[src/rtl/program_loader.sv]
// Boot loader: parses a framed byte stream and writes little-endian 32-bit words into
// instruction or data memory, holding the CPU in reset until the frame checksum verifies.
module program_loader #(
    parameter logic [7:0] MAGIC          = 8'hA5,
    parameter int         IMEM_WORDS     = 8192,
    parameter int         DMEM_WORDS     = 131072,
    parameter int         TIMEOUT_CYCLES = 2097151
) (
    input  logic        clk,
    input  logic        reset_low,
    input  logic [7:0]  in_data,
    input  logic        in_valid,
    output logic        in_ready,
    output logic        imem_we,
    output logic [12:0] imem_addr,
    output logic [31:0] imem_wdata,
    output logic        dmem_we,
    output logic [16:0] dmem_addr,
    output logic [31:0] dmem_wdata,
    output logic        cpu_hold,
    output logic        load_done,
    output logic        load_err
);
    localparam int TO_W = $clog2(TIMEOUT_CYCLES + 1);

    typedef enum logic [2:0] {
        S_IDLE, S_TARGET, S_CNT_LO, S_CNT_HI, S_DATA, S_WRITE, S_CHECK, S_ERR
    } state_t;

    state_t          state_q, state_d;
    logic            tgt_q, tgt_d;
    logic [15:0]     cnt_q, cnt_d;
    logic [31:0]     word_q, word_d;
    logic [16:0]     waddr_q, waddr_d;
    logic [1:0]      bidx_q, bidx_d;
    logic [7:0]      chk_q, chk_d;
    logic [TO_W-1:0] idle_q, idle_d;
    logic            hold_q, hold_d;
    logic            done_q, done_d;
    logic            err_q, err_d;

    logic        accept;
    logic [15:0] cnt_in;
    logic [31:0] depth_sel;
    logic        too_big;
    logic        last_word;
    logic        timeout_hit;

    assign accept      = in_valid & in_ready;
    assign cnt_in      = {in_data, cnt_q[7:0]};
    assign depth_sel   = tgt_q ? 32'(DMEM_WORDS) : 32'(IMEM_WORDS);
    assign too_big     = {16'd0, cnt_in} > depth_sel;
    assign last_word   = (waddr_q + 17'd1) == {1'b0, cnt_q};
    assign timeout_hit = idle_q >= TO_W'(TIMEOUT_CYCLES - 1);

    always_ff @(posedge clk or negedge reset_low) begin
        if (!reset_low) state_q <= S_IDLE;
        else            state_q <= state_d;
    end

    always_comb begin
        state_d = state_q;
        case (state_q)
            S_IDLE:   if (accept && in_data == MAGIC) state_d = S_TARGET;
            S_TARGET: if (accept) state_d = (in_data[7:1] == 7'd0) ? S_CNT_LO : S_ERR;
            S_CNT_LO: if (accept) state_d = S_CNT_HI;
            S_CNT_HI: if (accept) state_d = too_big ? S_ERR : (cnt_in == 16'd0) ? S_CHECK : S_DATA;
            S_DATA:   if (accept && bidx_q == 2'd3) state_d = S_WRITE;
            S_WRITE:  state_d = last_word ? S_CHECK : S_DATA;
            S_CHECK:  if (accept) state_d = (in_data == chk_q) ? S_IDLE : S_ERR;
            S_ERR:    state_d = S_IDLE;
            default:  state_d = S_IDLE;
        endcase
        // A silent source aborts any in-progress frame; WRITE never waits on input.
        if (!accept && timeout_hit &&
            state_q inside {S_TARGET, S_CNT_LO, S_CNT_HI, S_DATA, S_CHECK})
            state_d = S_ERR;
    end

    always_comb begin
        in_ready = (state_q != S_WRITE);
        imem_we  = (state_q == S_WRITE) && !tgt_q;
        dmem_we  = (state_q == S_WRITE) &&  tgt_q;
    end

    assign imem_addr  = waddr_q[12:0];
    assign dmem_addr  = waddr_q;
    assign imem_wdata = word_q;
    assign dmem_wdata = word_q;
    assign cpu_hold   = hold_q;
    assign load_done  = done_q;
    assign load_err   = err_q;

    always_comb begin
        tgt_d   = tgt_q;
        cnt_d   = cnt_q;
        word_d  = word_q;
        waddr_d = waddr_q;
        bidx_d  = bidx_q;
        chk_d   = chk_q;
        hold_d  = hold_q;
        done_d  = 1'b0;
        err_d   = err_q;
        if (accept || state_q inside {S_IDLE, S_ERR, S_WRITE}) idle_d = '0;
        else if (idle_q != {TO_W{1'b1}})                       idle_d = idle_q + 1'b1;
        else                                                   idle_d = idle_q;
        case (state_q)
            S_IDLE: if (accept && in_data == MAGIC) begin
                hold_d  = 1'b1;
                err_d   = 1'b0;
                chk_d   = 8'd0;
                waddr_d = 17'd0;
                bidx_d  = 2'd0;
            end
            S_TARGET: if (accept) begin
                tgt_d = in_data[0];
                chk_d = chk_q ^ in_data;
            end
            S_CNT_LO: if (accept) begin
                cnt_d[7:0] = in_data;
                chk_d      = chk_q ^ in_data;
            end
            S_CNT_HI: if (accept) begin
                cnt_d[15:8] = in_data;
                chk_d       = chk_q ^ in_data;
            end
            S_DATA: if (accept) begin
                word_d = {in_data, word_q[31:8]};
                bidx_d = bidx_q + 2'd1;
                chk_d  = chk_q ^ in_data;
            end
            S_WRITE: waddr_d = waddr_q + 17'd1;
            S_CHECK: if (accept && in_data == chk_q) begin
                done_d = 1'b1;
                hold_d = 1'b0;
            end
            default: ;
        endcase
        if (state_d == S_ERR) err_d = 1'b1;
    end

    always_ff @(posedge clk or negedge reset_low) begin
        if (!reset_low) begin
            tgt_q   <= 1'b0;
            cnt_q   <= 16'd0;
            word_q  <= 32'd0;
            waddr_q <= 17'd0;
            bidx_q  <= 2'd0;
            chk_q   <= 8'd0;
            idle_q  <= '0;
            hold_q  <= 1'b0;
            done_q  <= 1'b0;
            err_q   <= 1'b0;
        end else begin
            tgt_q   <= tgt_d;
            cnt_q   <= cnt_d;
            word_q  <= word_d;
            waddr_q <= waddr_d;
            bidx_q  <= bidx_d;
            chk_q   <= chk_d;
            idle_q  <= idle_d;
            hold_q  <= hold_d;
            done_q  <= done_d;
            err_q   <= err_d;
        end
    end
endmodule

[config.mk]
export PLATFORM = sky130hd
export DESIGN_NAME = program_loader
export DESIGN_NICKNAME = d
export VERILOG_FILES = /design/src/rtl/program_loader.sv
export SDC_FILE = /design/constraint.sdc
export NUM_CORES = 1
export LEC_CHECK = 0
export ABC_AREA = 1
export CAP_MARGIN = 20
export CORE_AREA = 2 2 122 124
export DETAILED_ROUTE_END_ITERATION = 6
export DIE_AREA = 0 0 124 126
export SLEW_MARGIN = 20
export SYNTH_ARGS = -nofsm -noshare
export SYNTH_HDL_FRONTEND = slang
export SYNTH_SLANG_ARGS = --single-unit
[constraint.sdc]
create_clock -name clk -period 2.5 [get_ports clk]
set_clock_uncertainty 0.1 [all_clocks]
set_input_delay 0.25 -clock clk [delete_from_list [all_inputs] [get_ports clk]]
set_output_delay 0.25 -clock clk [all_outputs]
set_load 0.01 [all_outputs]
==> metrics, run 1 <==
number of flops mapped to enable cells by yosys=0; GR Overflow Total=0; CTS sink count=just over 100; Clock transition at path regs=0.07 ns; Post-synth top flop=dfrtp_1; Crit Path Class=flop to output port; hold crit path type=primary input to asynchronous set/reset pin; commonest non-fill, non-tap cell in the layout=nand2_1; vias in the first global route=approximately 4,700; CP max stage cell=clkdlybuf4s50_1; Yosys warning count=0; Buffers on Ports=110; Final Net Count=approximately 820; Power per Cell Area=about 1200 mW/mm²; FILL cells=about 1,400; Worst EP arrival=~2.0 ns; Synth Area in Adders=1.08%; Root Driver=clkbuf_16; sequential-to-total area share from yosys stat=between 40% and 50%; # IOs=about 110; global-route wire length before repair=approximately 24,000 µm; min cycle time layout=~2.4 ns; status=finished clean; Max Slew Vio Count=0; synthesized instance count=approximately 730; Final period util=95.6%; via count=4,959; Global Route Usage Sum=19.1%; Setup TNS Final=0 ns; die height=roughly 130 µm; Initial Util=around 40%; Leak Pwr=between 0.003 and 0.004 µW; ANT cells=0; post-synthesis mux area share=0%; TritonRoute pass-1 iters=5; number of synthesized register bits=slightly above 100; Startpoint Class=flop; setup ws final=0.111 ns; antenna-violating nets left=0; Final HPWL DP=10,700 µm; element type at the critical path end=output port; Unique masters post-synth=44; post-DR wirelength/cell=14.5 µm; Slew @ Worst Pin=roughly 0.64 ns; Simple-Gate Fraction of Synth Area=~28%; Post-Syn Area=roughly 0.0058 mm²; Num CTS Buffers=9; FMAX=approximately 0.42 GHz; number of post-CTS setup repair buffers=0; Worst path max stage delay=~0.56 ns; Synth Area in XOR/XNOR=1.97%; share of cells above drive strength 1=under 10%; max cap viols=0; CTS Buffer Depth=2; die area=approximately 0.016 mm²; RR Startpoint=idle_q[0]; largest net degree at the start of global routing=between 70 and 80; Req. time, crit path=2.15 ns; Horiz. Die Dim=around 120 µm; slew margin rel.=57.0%; routed wire length=between 10,000 and 15,000 µm; ys async rst share=100%; CP max FO=19; total number of placement rows=44; main combinational cell family by area after synthesis=simple AND/OR/NAND/NOR gates; Fin. Hold Viols=0; critical path launch point=state_q[1]; worst path cell trace=inv_1, nand2_4, nor2_8, inv_4, nor2_1, clkdlybuf4s50_1; routability cong.=0.881; most frequent cells in the layout=nand2_1, clkdlybuf4s50_1, dfrtp_1; Residual DRC=0; Avg Synthesized Cell Area=~8 µm²; pre-CTS setup slack=about 0.21 ns; Via density=roughly 5.0; VDD IR-drop max=approximately 0.46 mV; core area=about 0.014 mm²; Area Overhead vs Synth=22.2%; unrepaired setup endpoints after global routing=false; H-tree levels=3; clk_lat worst skew=approximately 0.35 ns; 1st-iter DRT viols=between 300 and 400; initial antenna violation count=0; Compound-Gate Fraction of Synth Area=a little under an eighth; Setup Viol. Count Final=0; syn_nets=roughly 750; TritonCTS clock tree=built
area by class of cell:
class                      instances  area, µm²  area share [%]
inverter                          88        335            4.74
multi-input combinational        480       2480            35.0
sequential                       103       2580            36.4
clock buffer                      10        239            3.38
timing repair buffer             117       1170            16.5
clock inverter                     6       50.0           0.707
tap                              184        230            3.25
sequential cells by signal (all words and copies together), names as in the netlist, 2 cells and up:
name	cells
dmem_wdata	32
chk_q	8
dmem_addr	17
bidx_q	2
state_q	3
cnt_q	16
idle_q	21
routing by layer:
layer  routed length (µm)  GRT usage (%)  up-vias
met4                  184           5.62        0
met5                    0              0        -
met2                 6430           28.8      153
met3                  728           2.90       13
met1                 7010           28.5     2345
li1                     -              -     2448
cells by family (layout without fill, tap and decap cells):
kind of cell    Yosys count  after routing
compound gates          108            108
simple gates            354            354
xor+xnor                 13             13
flops                   103            103
fa+ha+maj                 5              5
buf+inv                 146            221
repair_timing:
item | CTS | global route
hold endpoints to repair | 30 | 0
gates resized for setup | 0 | 0
hold buffers | 1 | 0
synthesized netlist by cell type, drive strengths merged (4+ instances only):
cell type | n | area [µm²]
nand3b | 8 | 60.1
nand3 | 51 | 280
o21ai | 70 | 354
ha | 5 | 62.6
a21oi | 15 | 78.8
o22ai | 13 | 144
dfrtp | 103 | 2580
nand2 | 202 | 788
o21a | 4 | 30.0
inv | 87 | 332
nor2 | 61 | 303
nor4 | 6 | 37.5
nand4 | 12 | 81.3
clkbuf | 7 | 26.3
nor3 | 11 | 71.3
xnor2 | 6 | 52.6
buf | 51 | 375
xor2 | 7 | 61.3
worst max-delay path: cells and delay by family (launching register included):
family        cells  cell delay (ns)
simple gates      3             0.38
buf+inv           3             0.88
flops             1             0.42
power by group:
part	leakage (µW)	switching [µW]	internal [µW]	total, µW
Combinational	0.00174	2030	1970	4000
Clock	0.000141	667	718	1380
Sequential	0.00134	706	2300	3000
through the flow:
step | instances | hold slack [ns] | utilization, % | power (µW) | area (µm²)
3_3_place_gp | 971 | 0.125 | 47.3 | 6990 | 6780
5_1_grt | 988 | 0.337 | 49.4 | 9050 | 7080
4_1_cts | 988 | 0.300 | 49.4 | 8470 | 7080
3_5_place_dp | 971 | 0.140 | 47.3 | 7070 | 6780
6_report | 988 | 0.294 | 49.4 | 8390 | 7080
2_1_floorplan | 729 | -0.146 | - | 5420 | 5790
worst paths after layout:
path | slack, ns | end | cells past startpoint
min in group clk | 0.39 | load_err | 2
max in group asynchronous | 1.27 | dmem_wdata[11] | 3
worst min register to register | 0.39 | load_err | 2
worst max-delay path | 0.11 | imem_we | 6
worst max register to register | 0.35 | idle_q[11] | 11
worst min-delay path | 0.29 | dmem_addr[14] | 2
(Power assumes the default switching activity.)
==> run 2: changes to the inputs <==
--- a/config.mk
+++ b/config.mk
@@ -8,6 +8,7 @@
 export ABC_AREA = 1
 export CAP_MARGIN = 20
 export CORE_AREA = 2 2 122 124
+export CTS_CLUSTER_SIZE = 16
 export DETAILED_ROUTE_END_ITERATION = 6
 export DIE_AREA = 0 0 124 126
 export SLEW_MARGIN = 20
==> results of run 2 <==
Same layout as run 1: the final DEF is identical, and so are final timing and power.
